$ cat src/rtl/reg_write_arbiter.sv
// Round-robin arbiter sharing one enable-gated register write port among N_REQ requesters.
// Optional burst lock (back-to-back grants to one requester) enabled by defining REG_ARB_LOCK_EN.
module reg_write_arbiter #(
  parameter int unsigned N_REQ = 4,
  parameter int unsigned DW    = 32,
  parameter int unsigned SRC_W = (N_REQ > 1) ? $clog2(N_REQ) : 1
) (
  input  logic                    clk,
  input  logic                    reset,
  input  logic [N_REQ-1:0]        req,
  input  logic [N_REQ*DW-1:0]     data,
  input  logic                    stall,
`ifdef REG_ARB_LOCK_EN
  input  logic [N_REQ-1:0]        lock,
`endif
  output logic [N_REQ-1:0]        gnt,
  output logic                    wr_en,
  output logic [DW-1:0]           wr_data,
  output logic [SRC_W-1:0]        wr_src,
  output logic                    busy
);

  typedef enum logic [0:0] {StIdle, StGrant} state_e;

  state_e             state_q, state_d;
  logic [N_REQ-1:0]   gnt_q, gnt_d;
  logic               wr_en_q, wr_en_d;
  logic [DW-1:0]      wr_data_q, wr_data_d;
  logic [SRC_W-1:0]   wr_src_q, wr_src_d;
  logic [SRC_W-1:0]   ptr_q, ptr_d;

  logic [N_REQ-1:0]   gnt_live;
  logic [N_REQ-1:0]   elig;
  logic               win_found;
  logic [SRC_W-1:0]   win_idx;
  logic               lock_hit;
  int unsigned        idx;

  // gnt_q is only meaningful while a pulse is out; gating by state keeps that explicit.
  assign gnt_live = (state_q == StGrant) ? gnt_q : '0;

  always_comb begin
    elig      = req & ~gnt_live;
    win_found = 1'b0;
    win_idx   = '0;
    idx       = 0;
    lock_hit  = 1'b0;

    for (int k = 0; k < int'(N_REQ); k++) begin
      idx = int'(ptr_q) + k;
      if (idx >= N_REQ) idx = idx - N_REQ;
      if (!win_found && elig[idx]) begin
        win_found = 1'b1;
        win_idx   = SRC_W'(idx);
      end
    end

`ifdef REG_ARB_LOCK_EN
    // A locked current winner keeps the port; wr_src_q names it since gnt is one-hot.
    lock_hit = |(gnt_live & lock & req);
    if (lock_hit) begin
      win_found = 1'b1;
      win_idx   = wr_src_q;
    end
`endif

    state_d   = StIdle;
    gnt_d     = '0;
    wr_en_d   = 1'b0;
    wr_data_d = wr_data_q;
    wr_src_d  = wr_src_q;
    ptr_d     = ptr_q;

    if (win_found && !stall) begin
      state_d          = StGrant;
      gnt_d[win_idx]   = 1'b1;
      wr_en_d          = 1'b1;
      wr_data_d        = data[int'(win_idx)*DW +: DW];
      wr_src_d         = win_idx;
      if (!lock_hit) begin
        ptr_d = (int'(win_idx) == int'(N_REQ) - 1) ? '0 : win_idx + 1'b1;
      end
    end
  end

  always_ff @(posedge clk) begin
    if (reset) begin
      state_q   <= StIdle;
      gnt_q     <= '0;
      wr_en_q   <= 1'b0;
      wr_data_q <= '0;
      wr_src_q  <= '0;
      ptr_q     <= '0;
    end else begin
      state_q   <= state_d;
      gnt_q     <= gnt_d;
      wr_en_q   <= wr_en_d;
      wr_data_q <= wr_data_d;
      wr_src_q  <= wr_src_d;
      ptr_q     <= ptr_d;
    end
  end

  assign gnt     = gnt_q;
  assign wr_en   = wr_en_q;
  assign wr_data = wr_data_q;
  assign wr_src  = wr_src_q;
  assign busy    = !reset && |(req & ~gnt_live);

endmodule

$ cat config.mk
export PLATFORM = sky130hd
export DESIGN_NAME = reg_write_arbiter
export DESIGN_NICKNAME = d
export VERILOG_FILES = /design/src/rtl/reg_write_arbiter.sv
export SDC_FILE = /design/constraint.sdc
export NUM_CORES = 1
export LEC_CHECK = 0
export CORE_MARGIN = 1
export CORE_UTILIZATION = 37
export CTS_CLUSTER_DIAMETER = 50
export DETAILED_ROUTE_END_ITERATION = 10
export PLACE_DENSITY = 0.81
export SETUP_SLACK_MARGIN = 0.15
export SYNTH_ARGS = -nofsm -noshare
export SYNTH_HDL_FRONTEND = slang
export SYNTH_SLANG_ARGS = --single-unit
export TNS_END_PERCENT = 1
$ cat constraint.sdc
create_clock -name clk -period 2.4 [get_ports clk]
set_input_delay 0.24 -clock clk [delete_from_list [all_inputs] [get_ports clk]]
set_output_delay 0.24 -clock clk [all_outputs]
set_load 0.02 [all_outputs]
==> flow_summary.ini <==
[run_status]
status = complete, no violations

[sta]
worst_pin_slew_ps = 630.0
setup_violations = 0
fmax_ghz = 0.4460
final_max_slew_viol_count = 0
postLayoutSetupSlackWorst_ps = 158.0
period_needed_ps = 2242
relSlewSlack = 0.5790
setup_tns_ps = 0
skew_ps = 6.903
rsz0062_at_grt = yes
period_share = 0.9342
hold_violations = 0

[yosys]
synth_top_family_by_area = compound AO/OA/AOI/OAI gates
synth_top_area_share = 0.2975
ys_ff_latch = 41
netlist.top_cell.by_area = dfxtp_1
yosys-top-cells-area = dfxtp_1 30%, mux2i_1 23%, a221oi_2 14%
syn-cell-area_mm2 = 0.002759
synth_compound_area_frac = 0.3551
syn_nets = 412
synth_mux_area_frac = 0.2286
synthAdderAreaFrac = 0.009070
synthSimpleGateAreaFrac = 0.03764
synth_edf_count = 0
synthArstFlopShare = 0
synth_top_flop_cell = dfxtp_1
ys_seq_area_frac = 0.2975
syn_inst = 275
synth_xor_area_frac = 0
avgSynthCellArea_um2 = 10.03
yosysUniqueCellTypes = 35
yosysMostFrequentCell = mux2i_1
synth_commonest_cells = 63 x mux2i_1, 41 x dfxtp_1, 33 x a21oi_1, 33 x o21bai_1, 26 x a221oi_2
yosysWarnings = 0

[floorplan]
rows = 31
io_pins = 175
die_y_um = 88.35
die_area_mm2 = 0.007806
start_util = 0.3824
die_w_um = 88.35
coreArea_mm2 = 0.007214

[critical_path]
worst_path_most_repeated_cell = clkdlybuf4s50_1
critPathArrivalTime_ps = 2000
worst-path-max-fanout = 3
max_stage_delay_ps = 610
critPathSlowestCell = clkdlybuf4s50_1
startpoint_type = primary input
critical_path_required_ps = 2160
crit_family = buffers and inverters
path_cells = clkdlybuf4s50_1 > inv_1 > a41oi_1 > nor3_1 > nor2_1 > clkdlybuf4s50_1
worst-path-buf-inv = 3
crit_type = primary input to output pin
end_kind = output pin

[power_and_ir_drop]
ir_drop_mv = 0.2237
p_per_area_mw_per_mm2 = 492.9
leakage_nw = 1.837
sequentialPowerShare = 0.354
netSwitchingFraction = 0.3420
p_switching_w = 0.0007875
p_comb_frac = 0.452
intPower_w = 0.001515
clkPwrFrac = 0.194
finalPower_w = 0.002303

[clocking]
clock_sinks = 41
cts_buffers = 5
cts_htree_levels = 2
cts.hold.buffers_added = 0
clock_path_buffers = 2
clock_latency_ps = 290
clk_pin_slew_worst_paths_ps = 70
cts_tree = yes
cts-root-buf = clkbuf_8

[global_route]
grtUsageMet3 = 0.05504
grt.busiest_layer = met2
grt_pass1_wl_mm = 12.85
antenna_found_initial = 0
grt_max_degree = 38
grt.total_usage = 0.2127
gr-usage-met2 = 0.3860
met1_usage = 0.2501
grt_overflow = 0
grt_pass1_vias = 2662

[routing]
num_vias = 2875
via_per_inst = 5.344
drtAntennaViolNets = 0
drtIter0Drc = 34
drc = 0
drt-pass1-iter-count = 6
wire_per_inst_um = 16.27
drt-total-wl_mm = 8.752

[finish]
nets = 575
fill_cells = 604
diodes = 0
post-route-util = 0.6476
drive_above_1_share = 0.1048
design_area_mm2 = 0.004672
synthToLayoutAreaGrowth_pct = 69.34

[placed_design]
io_buffers = 174
place_ws_ps = -339.6
hpwl_mm = 6.388
placed_cell_area_mm2 = 0.004581
place_congestion = 0.7394

[worst_hold_path]
worstHoldPathType = flop to flop

[run]
cap_violations = 0
[routing by layer]
metal,routed length (µm),vias up
met1,3548,1345
met5,0,-
met2,4343,127
li1,-,1396
met3,782,7
met4,77,0
[power by group through the flow]
stage                     logic, W  registers [W]  clock network [W]
after global routing       0.00111       0.000825           0.000477
after detailed placement   0.00104       0.000829                  0
after CTS                  0.00105       0.000814           0.000453
after floorplan           0.000504       0.000905                  0
after global placement     0.00102       0.000824                  0
final                      0.00104       0.000815           0.000447
[through the flow]
stage / hold WS [ps] / std cells
6_report: 462.4 / 538
5_1_grt: 478.4 / 538
4_1_cts: 461.9 / 538
3_5_place_dp: 451.1 / 529
3_3_place_gp: 446.9 / 529
2_1_floorplan: 469.0 / 275
[path summary, 6_finish.rpt]
| check | depth (start not counted) | slack [ps] | to | startpoint |
|---|---|---|---|---|
| max | 6 | 160 | busy | req[1] |
| min | 2 | 460 | wr_src[1] | wr_src[1] |
| max reg2reg | 6 | 270 | wr_data[2] | wr_en |
| min reg2reg | 2 | 460 | wr_src[1] | wr_src[1] |
[final cells by class]
type                    instances  area [µm²]  share of cell area
clock buffers                   8       80.08             0.01714
well taps                      99       123.9             0.02651
multi-input cells             201        1772              0.3792
repair buffers                181        1844              0.3948
inverters                       8       31.28            0.006695
flip-flops and latches         41       820.8              0.1757
[layout by cell type (no fill, tap or decap), types with 3 or more instances in the layout]
cell type / instances
inv_1: 6
and3_1: 3
o21bai_1: 33
buf_12: 4
clkbuf_1: 3
a221oi_1: 5
o22ai_1: 3
dfxtp_1: 41
a21oi_1: 33
nand2_1: 4
clkbuf_8: 5
nor2_1: 6
a221oi_2: 26
clkdlybuf4s50_1: 174
a211oi_1: 3
buf_4: 3
mux2i_1: 63
[registers in the layout, indices dropped and copies added (netlist names)]
name	flops
wr_data	32
gnt	4
ptr_q	2
wr_en	1
wr_src	2
[logic make-up (layout without fill, tap and decap cells)]
family                     after synthesis  in the layout
AOI/OAI and AO/OA                      114            114
muxes                                   63             63
DFF                                     41             41
buffers and inverters                   34            197
and+or+nand+nor                         21             22
adders and majority gates                2              2
[worst min-delay path, cell delays in order (launching register included)]
cell	delay [ps]
dfxtp_1	320
nand2_1	50
a21oi_1	50
[what timing repair did]
action                                  4_1_cts  5_1_grt
endpoints found under the setup margin       32       19
setup buffers                                 0        0
gates cloned                                  1        0
pin swaps                                     1        0
gates resized for setup                       0        1
(Power assumes the default switching activity.)
